### config.mk
export PLATFORM = sky130hd
export DESIGN_NAME = id_ex_pipe_reg_flat
export DESIGN_NICKNAME = d
export VERILOG_FILES = /design/src/rtl/id_ex_if.sv /design/src/rtl/id_ex_pipe_reg.sv /design/src/flat_wrapper.sv
export SDC_FILE = /design/constraint.sdc
export NUM_CORES = 1
export LEC_CHECK = 0
export CORE_AREA = 2 2 160 162
export CTS_CLUSTER_DIAMETER = 150
export CTS_CLUSTER_SIZE = 30
export DETAILED_ROUTE_END_ITERATION = 6
export DIE_AREA = 0 0 162 164
export GPL_TIMING_DRIVEN = 0
export PLACE_DENSITY = 0.84
export SLEW_MARGIN = 10
export SYNTH_ARGS = -nofsm -noshare
export SYNTH_HDL_FRONTEND = slang
export SYNTH_SLANG_ARGS = --single-unit
export TNS_END_PERCENT = 10
### constraint.sdc
create_clock -name Clk -period 3.85 [get_ports Clk]
set_input_delay 0.9625 -clock Clk [delete_from_list [all_inputs] [get_ports Clk]]
set_output_delay 0.9625 -clock Clk [all_outputs]
set_load 0.005 [all_outputs]
### src/rtl/id_ex_if.sv
// ID-to-EX pipeline bus: decoded ID fields and stage controls in, registered EX fields and hazard status out.
interface id_ex_if #(
  parameter int DATA_W = 32,
  parameter int REG_W  = 5,
  parameter int WB_W   = 4,
  parameter int MEM_W  = 5,
  parameter int CNT_W  = 16
);
  logic              Stall;
  logic              Flush;
  logic              ID_Valid;
  logic [WB_W-1:0]   ID_WB_Ctrl;
  logic [MEM_W-1:0]  ID_MEM_Ctrl;
  logic [8:0]        ID_EX_Ctrl;
  logic [DATA_W-1:0] ID_PCAddResult;
  logic [DATA_W-1:0] ID_Read1;
  logic [DATA_W-1:0] ID_Read2;
  logic [DATA_W-1:0] ID_SignExtend;
  logic [DATA_W-1:0] ID_SignExtend_10_6;
  logic [REG_W-1:0]  ID_Rs;
  logic [REG_W-1:0]  ID_Rt;
  logic [REG_W-1:0]  ID_Rd;

  logic [WB_W-1:0]   EX_WBCtrl;
  logic [MEM_W-1:0]  EX_MEMCtrl;
  logic [1:0]        EX_RegDst;
  logic              EX_ALUSrc;
  logic [3:0]        EX_ALUOp;
  logic [1:0]        EX_HalfByte;
  logic              EX_Valid;
  logic [DATA_W-1:0] EX_PCAddResult;
  logic [DATA_W-1:0] EX_Read1;
  logic [DATA_W-1:0] EX_Read2;
  logic [DATA_W-1:0] EX_SignExtend;
  logic [DATA_W-1:0] EX_SignExtend_10_6;
  logic [REG_W-1:0]  EX_Rs;
  logic [REG_W-1:0]  EX_Rt;
  logic [REG_W-1:0]  EX_Rd;
  logic              HazardStall;
  logic [CNT_W-1:0]  BubbleCount;

  modport master (
    output Stall, Flush, ID_Valid, ID_WB_Ctrl, ID_MEM_Ctrl, ID_EX_Ctrl,
           ID_PCAddResult, ID_Read1, ID_Read2, ID_SignExtend, ID_SignExtend_10_6,
           ID_Rs, ID_Rt, ID_Rd,
    input  EX_WBCtrl, EX_MEMCtrl, EX_RegDst, EX_ALUSrc, EX_ALUOp, EX_HalfByte, EX_Valid,
           EX_PCAddResult, EX_Read1, EX_Read2, EX_SignExtend, EX_SignExtend_10_6,
           EX_Rs, EX_Rt, EX_Rd, HazardStall, BubbleCount
  );

  modport slave (
    input  Stall, Flush, ID_Valid, ID_WB_Ctrl, ID_MEM_Ctrl, ID_EX_Ctrl,
           ID_PCAddResult, ID_Read1, ID_Read2, ID_SignExtend, ID_SignExtend_10_6,
           ID_Rs, ID_Rt, ID_Rd,
    output EX_WBCtrl, EX_MEMCtrl, EX_RegDst, EX_ALUSrc, EX_ALUOp, EX_HalfByte, EX_Valid,
           EX_PCAddResult, EX_Read1, EX_Read2, EX_SignExtend, EX_SignExtend_10_6,
           EX_Rs, EX_Rt, EX_Rd, HazardStall, BubbleCount
  );
endinterface

### src/rtl/id_ex_pipe_reg.sv
// ID/EX pipeline register with flush, stall, load-use bubble insertion and a saturating bubble counter.
module id_ex_pipe_reg #(
  parameter int DATA_W      = 32,
  parameter int REG_W       = 5,
  parameter int WB_W        = 4,
  parameter int MEM_W       = 5,
  parameter int MEMREAD_BIT = 0,
  parameter int CNT_W       = 16
) (
  input logic     Clk,
  input logic     Rst_n,
  id_ex_if.slave  bus
);

  logic              r_valid;
  logic [WB_W-1:0]   r_wb;
  logic [MEM_W-1:0]  r_mem;
  logic [8:0]        r_exctl;
  logic [DATA_W-1:0] r_pc, r_read1, r_read2, r_sext, r_sext_10_6;
  logic [REG_W-1:0]  r_rs, r_rt, r_rd;
  logic [CNT_W-1:0]  r_bubbles;

  logic w_hazard, w_bubble, w_kill, w_load;

  function automatic logic [CNT_W-1:0] sat_inc(input logic [CNT_W-1:0] v);
    return (&v) ? v : v + 1'b1;
  endfunction

  // A load in EX whose destination feeds the instruction in ID must wait one cycle.
  assign w_hazard = r_valid && r_mem[MEMREAD_BIT] && bus.ID_Valid && (r_rt != '0) &&
                    ((r_rt == bus.ID_Rs) || (r_rt == bus.ID_Rt));
  assign w_bubble = !bus.Flush && !bus.Stall && w_hazard;
  assign w_kill   = bus.Flush || w_bubble;
  assign w_load   = !bus.Flush && !bus.Stall && !w_hazard;

  always_ff @(posedge Clk) begin
    if (!Rst_n) begin
      r_valid     <= 1'b0;
      r_wb        <= '0;
      r_mem       <= '0;
      r_exctl     <= '0;
      r_pc        <= '0;
      r_read1     <= '0;
      r_read2     <= '0;
      r_sext      <= '0;
      r_sext_10_6 <= '0;
      r_rs        <= '0;
      r_rt        <= '0;
      r_rd        <= '0;
      r_bubbles   <= '0;
    end else begin
      // Squashed slots keep their datapath values; only control is cleared.
      if (w_kill) begin
        r_valid <= 1'b0;
        r_wb    <= '0;
        r_mem   <= '0;
        r_exctl <= '0;
      end else if (w_load) begin
        r_valid     <= bus.ID_Valid;
        r_wb        <= bus.ID_Valid ? bus.ID_WB_Ctrl  : '0;
        r_mem       <= bus.ID_Valid ? bus.ID_MEM_Ctrl : '0;
        r_exctl     <= bus.ID_Valid ? bus.ID_EX_Ctrl  : '0;
        r_pc        <= bus.ID_PCAddResult;
        r_read1     <= bus.ID_Read1;
        r_read2     <= bus.ID_Read2;
        r_sext      <= bus.ID_SignExtend;
        r_sext_10_6 <= bus.ID_SignExtend_10_6;
        r_rs        <= bus.ID_Rs;
        r_rt        <= bus.ID_Rt;
        r_rd        <= bus.ID_Rd;
      end
      if (w_bubble) r_bubbles <= sat_inc(r_bubbles);
    end
  end

  assign bus.EX_Valid           = r_valid;
  assign bus.EX_WBCtrl          = r_wb;
  assign bus.EX_MEMCtrl         = r_mem;
  assign bus.EX_RegDst          = r_exctl[1:0];
  assign bus.EX_ALUSrc          = r_exctl[2];
  assign bus.EX_ALUOp           = r_exctl[6:3];
  assign bus.EX_HalfByte        = r_exctl[8:7];
  assign bus.EX_PCAddResult     = r_pc;
  assign bus.EX_Read1           = r_read1;
  assign bus.EX_Read2           = r_read2;
  assign bus.EX_SignExtend      = r_sext;
  assign bus.EX_SignExtend_10_6 = r_sext_10_6;
  assign bus.EX_Rs              = r_rs;
  assign bus.EX_Rt              = r_rt;
  assign bus.EX_Rd              = r_rd;
  assign bus.HazardStall        = w_hazard;
  assign bus.BubbleCount        = r_bubbles;

endmodule

### src/flat_wrapper.sv
// flat-port wrapper written by rule: the top's interface ports become plain ports
module id_ex_pipe_reg_flat 
#(
  parameter int DATA_W      = 32,
  parameter int REG_W       = 5,
  parameter int WB_W        = 4,
  parameter int MEM_W       = 5,
  parameter int MEMREAD_BIT = 0,
  parameter int CNT_W       = 16
)
  (Clk, Rst_n, bus_Stall, bus_Flush, bus_ID_Valid, bus_ID_WB_Ctrl, bus_ID_MEM_Ctrl, bus_ID_EX_Ctrl, bus_ID_PCAddResult, bus_ID_Read1, bus_ID_Read2, bus_ID_SignExtend, bus_ID_SignExtend_10_6, bus_ID_Rs, bus_ID_Rt, bus_ID_Rd, bus_EX_WBCtrl, bus_EX_MEMCtrl, bus_EX_RegDst, bus_EX_ALUSrc, bus_EX_ALUOp, bus_EX_HalfByte, bus_EX_Valid, bus_EX_PCAddResult, bus_EX_Read1, bus_EX_Read2, bus_EX_SignExtend, bus_EX_SignExtend_10_6, bus_EX_Rs, bus_EX_Rt, bus_EX_Rd, bus_HazardStall, bus_BubbleCount);
  id_ex_if #(.DATA_W(DATA_W), .REG_W(REG_W), .WB_W(WB_W), .MEM_W(MEM_W), .CNT_W(CNT_W)) bus_i ();
  input logic Clk;
  input logic Rst_n;
  input wire logic [$bits(bus_i.Stall)-1:0] bus_Stall;
  input wire logic [$bits(bus_i.Flush)-1:0] bus_Flush;
  input wire logic [$bits(bus_i.ID_Valid)-1:0] bus_ID_Valid;
  input wire logic [$bits(bus_i.ID_WB_Ctrl)-1:0] bus_ID_WB_Ctrl;
  input wire logic [$bits(bus_i.ID_MEM_Ctrl)-1:0] bus_ID_MEM_Ctrl;
  input wire logic [$bits(bus_i.ID_EX_Ctrl)-1:0] bus_ID_EX_Ctrl;
  input wire logic [$bits(bus_i.ID_PCAddResult)-1:0] bus_ID_PCAddResult;
  input wire logic [$bits(bus_i.ID_Read1)-1:0] bus_ID_Read1;
  input wire logic [$bits(bus_i.ID_Read2)-1:0] bus_ID_Read2;
  input wire logic [$bits(bus_i.ID_SignExtend)-1:0] bus_ID_SignExtend;
  input wire logic [$bits(bus_i.ID_SignExtend_10_6)-1:0] bus_ID_SignExtend_10_6;
  input wire logic [$bits(bus_i.ID_Rs)-1:0] bus_ID_Rs;
  input wire logic [$bits(bus_i.ID_Rt)-1:0] bus_ID_Rt;
  input wire logic [$bits(bus_i.ID_Rd)-1:0] bus_ID_Rd;
  output wire logic [$bits(bus_i.EX_WBCtrl)-1:0] bus_EX_WBCtrl;
  output wire logic [$bits(bus_i.EX_MEMCtrl)-1:0] bus_EX_MEMCtrl;
  output wire logic [$bits(bus_i.EX_RegDst)-1:0] bus_EX_RegDst;
  output wire logic [$bits(bus_i.EX_ALUSrc)-1:0] bus_EX_ALUSrc;
  output wire logic [$bits(bus_i.EX_ALUOp)-1:0] bus_EX_ALUOp;
  output wire logic [$bits(bus_i.EX_HalfByte)-1:0] bus_EX_HalfByte;
  output wire logic [$bits(bus_i.EX_Valid)-1:0] bus_EX_Valid;
  output wire logic [$bits(bus_i.EX_PCAddResult)-1:0] bus_EX_PCAddResult;
  output wire logic [$bits(bus_i.EX_Read1)-1:0] bus_EX_Read1;
  output wire logic [$bits(bus_i.EX_Read2)-1:0] bus_EX_Read2;
  output wire logic [$bits(bus_i.EX_SignExtend)-1:0] bus_EX_SignExtend;
  output wire logic [$bits(bus_i.EX_SignExtend_10_6)-1:0] bus_EX_SignExtend_10_6;
  output wire logic [$bits(bus_i.EX_Rs)-1:0] bus_EX_Rs;
  output wire logic [$bits(bus_i.EX_Rt)-1:0] bus_EX_Rt;
  output wire logic [$bits(bus_i.EX_Rd)-1:0] bus_EX_Rd;
  output wire logic [$bits(bus_i.HazardStall)-1:0] bus_HazardStall;
  output wire logic [$bits(bus_i.BubbleCount)-1:0] bus_BubbleCount;
  assign bus_i.Stall = bus_Stall;
  assign bus_i.Flush = bus_Flush;
  assign bus_i.ID_Valid = bus_ID_Valid;
  assign bus_i.ID_WB_Ctrl = bus_ID_WB_Ctrl;
  assign bus_i.ID_MEM_Ctrl = bus_ID_MEM_Ctrl;
  assign bus_i.ID_EX_Ctrl = bus_ID_EX_Ctrl;
  assign bus_i.ID_PCAddResult = bus_ID_PCAddResult;
  assign bus_i.ID_Read1 = bus_ID_Read1;
  assign bus_i.ID_Read2 = bus_ID_Read2;
  assign bus_i.ID_SignExtend = bus_ID_SignExtend;
  assign bus_i.ID_SignExtend_10_6 = bus_ID_SignExtend_10_6;
  assign bus_i.ID_Rs = bus_ID_Rs;
  assign bus_i.ID_Rt = bus_ID_Rt;
  assign bus_i.ID_Rd = bus_ID_Rd;
  assign bus_EX_WBCtrl = bus_i.EX_WBCtrl;
  assign bus_EX_MEMCtrl = bus_i.EX_MEMCtrl;
  assign bus_EX_RegDst = bus_i.EX_RegDst;
  assign bus_EX_ALUSrc = bus_i.EX_ALUSrc;
  assign bus_EX_ALUOp = bus_i.EX_ALUOp;
  assign bus_EX_HalfByte = bus_i.EX_HalfByte;
  assign bus_EX_Valid = bus_i.EX_Valid;
  assign bus_EX_PCAddResult = bus_i.EX_PCAddResult;
  assign bus_EX_Read1 = bus_i.EX_Read1;
  assign bus_EX_Read2 = bus_i.EX_Read2;
  assign bus_EX_SignExtend = bus_i.EX_SignExtend;
  assign bus_EX_SignExtend_10_6 = bus_i.EX_SignExtend_10_6;
  assign bus_EX_Rs = bus_i.EX_Rs;
  assign bus_EX_Rt = bus_i.EX_Rt;
  assign bus_EX_Rd = bus_i.EX_Rd;
  assign bus_HazardStall = bus_i.HazardStall;
  assign bus_BubbleCount = bus_i.BubbleCount;
  id_ex_pipe_reg #(.DATA_W(DATA_W), .REG_W(REG_W), .WB_W(WB_W), .MEM_W(MEM_W), .MEMREAD_BIT(MEMREAD_BIT), .CNT_W(CNT_W)) u_core (.Clk(Clk), .Rst_n(Rst_n), .bus(bus_i));
endmodule
; Yosys cells after proc, flatten, opt, wreduce, memory -nomap -nowiden
; Index checks and enable logic that the tools add are counted.
[totals]
reg_bits = 210
inputBits = 198
out_inout_bits = 211
elab_cells = 39
[op_classes]
add_sub_neg = 1
eq_ne = 2
mux = 3
bitwise_logic = 3
n_reduce_logical = 17
[op_table]
columns = op, n
row1 = $add A16 B1 Y16 const B, 1
row2 = $reduce_and A16 Y1, 1
row3 = $eq A5 B5 Y1, 2
row4 = $mux W9, 1
row5 = $logic_and A1 B1 Y1, 7
row6 = $mux W5, 1
row7 = $reduce_bool A5 Y1, 1
row8 = $mux W4, 1
row9 = $reduce_and A2 Y1, 2
row10 = $logic_not A1 Y1, 3
row11 = $not A1 Y1, 3
row12 = $logic_or A1 B1 Y1, 2
row13 = $reduce_or A2 Y1, 1

; Logic depth before layout (Yosys ltp)
; Gate-level depths: netlist (run 1).
[logic_depth]
ltp_word = 8
ltp_mapped = 8
ltp_nobuf = 6

; Least setup slack after synthesis (run 1)
; OpenSTA, ideal clock, no wires.
[synth_path]
path_type = input -> output
startpoint = in bus_ID_Rs[4]
endpoint = out bus_HazardStall
arrival_ns = 2.054
t_required_ns = 2.888
setup_slack_ns = 0.834
path_stages = 7
n_path_buf = 3
cell_sequence = xnor2_1 nand3_1 o22a_2 buf_6 buf_6 clkbuf_1 nor2_1
[synth_between]
elab_chain_cells = 3
[synth_rtl]
columns = element, line_no
row1 = "start, declared", flat_wrapper.sv:26  ; input wire logic [$bits(bus_i.ID_Rs)-1:0] bus_ID_Rs;
row2 = $eq A5 B5 Y1, id_ex_pipe_reg.sv:31  ; ((r_rt == bus.ID_Rs) || (r_rt == bus.ID_Rt));
row3 = $logic_or A1 B1 Y1, id_ex_pipe_reg.sv:31
row4 = $logic_and A1 B1 Y1, id_ex_pipe_reg.sv:30  ; assign w_hazard = r_valid && r_mem[MEMREAD_BIT] && bus.ID_Valid && (r_rt != '0) &&
row5 = "end, declared", flat_wrapper.sv:44  ; output wire logic [$bits(bus_i.HazardStall)-1:0] bus_HazardStall;
; Every way passes these cells.

; Worst setup path in the final report (run 1)
; Same ends and word-level chain as after synthesis.

==> out/summary.md, run 1 <==
Placed design
* weighted congestion at the end of routability-driven global placement: 0.926
* placed wire-length estimate after detailed placement: 31.7 mm
* Port Buffers: 407
* placed inst area: 15,800 µm²

STA
* Hold Fails Final Rpt: 0
* worst hold slack: 0.487 ns
* max-slew violation count: 0
* peak clock frequency supported by timing: 0.266 GHz
* unrepaired setup endpoints after global routing: no
* Max-slew headroom: 0.387
* Setup violations, final: 0
* Layout Skew: 0.0139 ns
* Tightest Pin Transition: 0.919 ns
* final critical-path required period: 3.77 ns
* post-route fraction of the period consumed by the critical path: 0.978

Cells and area
* ratio of cells with drive above 1 in the final layout: 0.0315
* fin area: 16,100 µm²
* Final Net Count: 2,008
* layout-stage area growth over the synthesis result: 42.4%

Clock tree
* CTS tree: done
* clock tree sinks: 210
* insertion delay of the later-clocked pin in the worst-skew pair: 0.48 ns
* H-tree levels: 1
* number of buffers inserted during clock tree synthesis: 10
* root buf cell: clkbuf_16
* quantity of hold-fixing buffers added after cts: 0
* worst-case clock buffer depth: 3
* clock transition at the registers of the reported paths: 0.12 ns

Die
* total number of placement rows: 58
* die height: 164 µm
* die boundary width: 162 µm
* die footprint: 26,600 µm²
* core region area: 24,800 µm²
* Starting Density: 0.454
* I/O pin count: 409

Synthesis
* most area-consuming cells after synthesis: dfxtp_1 37%, o311ai_0 14%, a2bb2oi_1 13%, nand2_1 12%, and3_1 9.9%
* fraction of the mapped netlist area in adder cells: 0.00111
* portion of netlist area occupied by mux cells: 0.0107
* register bit total from synthesis: 210
* instance count of the mapped netlist: 1,391
* sequential element share of the synthesized area: 0.373
* number of warnings reported in the yosys synthesis log: 0
* count leader, synth: nand2_1
* xor and xnor area share after synthesis: 0.00777
* EDFF count, synth: 0
* cell types with the highest counts after synthesis: 372 x nand2_1, 210 x dfxtp_1, 179 x and3_1, 175 x o311ai_0, 170 x a2bb2oi_1
* Async SR Flop Fraction: 0
* simple-gate portion of the synthesized area: 0.254
* complex-gate fraction of the synthesized area: 0.293
* largest family of logic cells by synthesized area: compound AO/OA/AOI/OAI gates
* number of unique standard cell types used by synthesis: 35
* dominant synthesized flop cell: dfxtp_1
* top-area cell type share of the netlist area: 0.373
* cell area after synthesis: 11,300 µm²
* net count of the mapped netlist: 1,590
* leading area contributor after synthesis: dfxtp_1
* mean post-synth cell area: 8.10 µm²

Worst setup path
* cell breakdown of the critical path: clkdlybuf4s50_1 -> xnor2_1 -> nand3_1 -> o22a_4 -> buf_6 -> buf_6 -> nor2_1 -> dlygate4sd2_1
* CP max stage delay: 0.51 ns
* critical path data arrival time: 2.80 ns
* Worst Setup Path Type: primary input to output pin
* startpoint type of the worst setup path: primary input
* Worst Setup End Kind: output pin
* required time worst endpoint: 2.89 ns
* CP dominant cell by count: buf_6
* highest-delay cell along the critical path: clkdlybuf4s50_1
* critical-path maximum fanout: 19

Global routing
* met1 GRT Util: 0.385
* routing usage on met3: 0.0669
* vias in the first global route: 12.5k
* number of antenna violations at the first check in global routing: 2
* most used routing layer in global routing: met2
* met2 track demand over resource in global routing: 0.495
* largest net degree at the start of global routing: 31
* overall overflow remaining after global route: 0
* total routing resource utilization after global routing: 0.306
* global-route wire length before repair: 65.9 mm

Routing
* DRC errors left: 0
* via density per instance: 6.08
* drt first pass iters: 5
* DRT Wirelength: 43.2 mm
* total number of vias: 13.0k
* Routed wire per std cell: 20.2 µm
* initial detailed-routing violation count: 1,105
* post-route ant nets: 0

Power
* power density of the placed cells: 309 nW/µm²
* total power: 4960 µW
* static leakage: 0.00606 µW
* Peak supply drop: 0.248 mV

Run status
* result of the run: complete, no violations

Run
* max-capacitance violation count: 0

Hold path
* Worst Hold Class: register to register

## path summary, 6_finish.rpt
path / startpoint / end / slack [ns] / cells after the start
setup / recovery: bus_ID_Rs[4] / bus_HazardStall / 0.08 / 8
hold / removal: u_core.bus.EX_WBCtrl[2] / u_core.bus.EX_WBCtrl[2] / 0.49 / 1
setup reg to reg: u_core.bus.EX_Rt[2] / u_core.bus.EX_SignExtend_10_6[18] / 1.52 / 7
hold reg to reg: u_core.bus.EX_WBCtrl[2] / u_core.bus.EX_WBCtrl[2] / 0.49 / 1
## report_power, final
| part | switching, µW | leakage (µW) | total [µW] | internal [µW] |
|---|---|---|---|---|
| Sequential | 111 | 0.00173 | 2450 | 2340 |
| Clock | 730 | 0.000136 | 1250 | 518 |
| Combinational | 545 | 0.00420 | 1250 | 710 |
## kinds of logic after synthesis
family	count (synthesis)
AO/OA/AOI/OAI	383
flip-flops	210
XOR/XNOR	10
adder cells (fa/ha/maj)	1
multiplexers	12
buffers and inverters	164
AND/OR/NAND/NOR	611
## worst max-delay path, delay by kind of cell
kind	cells	cell delay [ns]
buffers and inverters	4	1.11
AOI/OAI and AO/OA	1	0.32
xor gates and xnor gates	1	0.15
and+or+nand+nor	2	0.26
## area by class of cell
| type | instances | area [µm²] |
|---|---|---|
| fillers | 2124 | 8760 |
| multi-input cells | 1017 | 6400 |
| flip-flops and latches | 210 | 4200 |
| repair buffers | 407 | 4070 |
| plain buffers | 161 | 674 |
| well taps | 330 | 413 |
| clock buffers | 11 | 275 |
| inverters | 2 | 7.51 |
| diodes | 3 | 7.51 |
## per-layer routing
layer / wire length (µm) / vias to the layer above
met5: 0 / -
met4: 2390 / 0
met1: 17300 / 6153
li1: - / 6083
met2: 19700 / 645
met3: 3810 / 131
## repair_timing
action	CTS	global route
setup buffers	0	0
endpoints found under the setup margin	1	0
hold endpoints to repair	0	0
gates resized for setup	9	0
## layout by cell type, fill, tap and decap left out, types with 11 or more instances in the layout
master           count
nand2b_1            11
dfxtp_1            210
mux2i_1             12
clkbuf_1           120
a2bb2oi_1          170
a22o_1              18
clkdlybuf4s50_1    402
clkbuf_16           11
o311ai_0           175
and3_1             179
buf_2               35
nand2_1            372
## flip-flops by register name (all words and copies together), names as in the netlist, 9 cells and up
name and count:
u_core.bus.EX_SignExtend 32, u_core.bus.EX_SignExtend_10_6 32, u_core.r_exctl 9, u_core.bus.EX_Read1 32, u_core.bus.BubbleCount 16, u_core.bus.EX_Read2 32, u_core.bus.EX_PCAddResult 32
## through the flow
stage	setup slack [ns]	setup TNS [ns]	util	instances
after global routing	0.0408	0	0.647	2140
after floorplan	0.834	0	-	1391
after CTS	0.107	0	0.646	2138
after global placement	-0.503	-0.503	0.635	2128
final	0.0836	0	0.647	2141
after detailed placement	-0.483	-0.483	0.635	2128
(Power assumes the default switching activity.)
==> run 2: changes to the inputs <==
--- a/config.mk
+++ b/config.mk
@@ -12,6 +12,7 @@
 export DIE_AREA = 0 0 162 164
 export GPL_TIMING_DRIVEN = 0
 export PLACE_DENSITY = 0.84
+export SKIP_LAST_GASP = 1
 export SLEW_MARGIN = 10
 export SYNTH_ARGS = -nofsm -noshare
 export SYNTH_HDL_FRONTEND = slang
==> results of run 2 <==
No change in the layout: final DEF, timing and power equal those of run 1.
==> run 3: changes to the inputs <==
--- a/config.mk
+++ b/config.mk
@@ -12,6 +12,7 @@
 export DIE_AREA = 0 0 162 164
 export GPL_TIMING_DRIVEN = 0
 export PLACE_DENSITY = 0.84
+export SKIP_CTS_REPAIR_TIMING = 1
 export SKIP_LAST_GASP = 1
 export SLEW_MARGIN = 10
 export SYNTH_ARGS = -nofsm -noshare
==> out/summary.md, run 3 (synthesis results as in run 1) <==
Run status
* result of the run: complete, no violations

Worst setup path
* Worst Setup Path Type: primary input to output pin
* CP max stage delay: 0.51 ns
* highest-delay cell along the critical path: clkdlybuf4s50_1
* delay-heaviest family, CP: buffers and inverters
* Worst Setup End Kind: output pin
* critical-path maximum fanout: 19
* critical path data arrival time: 2.70 ns
* cell breakdown of the critical path: clkdlybuf4s50_1 -> xnor2_1 -> nand3_1 -> o22a_4 -> buf_6 -> buf_6 -> nor2_1 -> dlymetal6s2s_1
* CP dominant cell by count: buf_6
* startpoint type of the worst setup path: primary input
* CP bufs+invs: 4
* required time worst endpoint: 2.89 ns

Cells and area
* Core Util, Final: 0.647
* area used by sequential logic in the layout: 4200 µm²
* layout-stage area growth over the synthesis result: 42.5%
* FILL cells: 2,123
* Final Net Count: 2,007
* top library cells by usage in the layout, fill and taps aside: 401 x clkdlybuf4s50_1, 372 x nand2_1, 210 x dfxtp_1, 179 x and3_1, 175 x o311ai_0
* non-filler instance count after layout: 2,140
* ratio of cells with drive above 1 in the final layout: 0.0310
* area taken by multi-input logic gates: 6400 µm²
* leading cell type in the layout, fill and taps excluded: clkdlybuf4s50_1

STA
* unrepaired setup endpoints after global routing: no
* Setup violations, final: 0
* Max-slew headroom: 0.380
* max-slew violation count: 0
* Hold Fails Final Rpt: 0
* worst hold slack: 0.488 ns
* peak clock frequency supported by timing: 0.273 GHz
* final critical-path required period: 3.66 ns
* Tightest Pin Transition: 0.930 ns
* post-route fraction of the period consumed by the critical path: 0.950
* Layout Skew: 0.0124 ns

Routing
* via density per instance: 6.10
* DRC errors left: 0
* post-route ant nets: 0
* initial detailed-routing violation count: 1,120
* drt first pass iters: 6
* total number of vias: 13.1k
* Routed wire per std cell: 20.2 µm
* DRT Wirelength: 43.2 mm

Power
* power density of the placed cells: 309 nW/µm²
* Peak supply drop: 0.253 mV
* static leakage: 0.00611 µW

Global routing
* global-route wire length before repair: 65.8 mm
* largest net degree at the start of global routing: 31
* vias in the first global route: 12.4k
* overall overflow remaining after global route: 0
* total routing resource utilization after global routing: 0.306
* number of antenna violations at the first check in global routing: 2

Die
* die boundary width: 162 µm
* total number of placement rows: 58
* I/O pin count: 409
* core region area: 24,800 µm²
* die height: 164 µm
* die footprint: 26,600 µm²
* Starting Density: 0.454

Run
* max-capacitance violation count: 0

Clock tree
* number of buffers inserted during clock tree synthesis: 10
* root buf cell: clkbuf_16
* H-tree levels: 1
* insertion delay of the later-clocked pin in the worst-skew pair: 0.48 ns
* CTS tree: done
* clock tree sinks: 210
* clock transition at the registers of the reported paths: 0.12 ns
* worst-case clock buffer depth: 3

Placed design
* Port Buffers: 407
* Cell Count Post-Placement: 2,128
* placed wire-length estimate after detailed placement: 31.7 mm
* weighted congestion at the end of routability-driven global placement: 0.926

Hold path
* Worst Hold Class: register to register

==> run 3: report_power, final <==
| group | leakage, µW | total, µW | internal (µW) | switching, µW |
|---|---|---|---|---|
| clock network | 0.000136 | 1250 | 518 | 729 |
| registers | 0.00173 | 2450 | 2340 | 112 |
| logic | 0.00425 | 1260 | 711 | 545 |
| total | 0.00611 | 4960 | 3570 | 1390 |
==> run 3: path summary, 6_finish.rpt <==
kind                             from                           endpoint  slack [ns]  cells past startpoint
setup / recovery         bus_ID_Rs[4]                    bus_HazardStall        0.19                      8
hold / removal      u_core.r_exctl[2]                  u_core.r_exctl[2]        0.49                      1
setup reg to reg  u_core.bus.EX_Rt[2]  u_core.bus.EX_SignExtend_10_6[18]        1.49                      7
hold reg to reg     u_core.r_exctl[2]                  u_core.r_exctl[2]        0.49                      1
==> run 3: metrics by stage <==
stage	TNS [ns]	instance area, µm²	power (µW)	worst slack, ns
floorplan	0	11300	3000	0.834
global placement	-0.503	15800	3710	-0.503
detailed placement	-0.483	15800	3740	-0.483
CTS	-0.503	16000	4960	-0.503
global route	0	16100	5150	0.138
finish	0	16100	4960	0.192
==> run 3: layout make-up <==
class	count	share of cell area
Multi-Input combinational cell	1017	0.399
Sequential cell	210	0.262
Timing Repair Buffer	407	0.254
Buffer	160	0.0414
Tap cell	330	0.0257
Clock buffer	11	0.0171
Inverter	2	0.000467
Antenna cell	3	0.000467
==> run 3: routing by layer <==
layer	share of wire	up-vias	track usage
met5	0	-	0
met4	0.054	0	0.157
met3	0.084	138	0.0669
met2	0.46	658	0.495
met1	0.40	6187	0.385
li1	-	6079	-
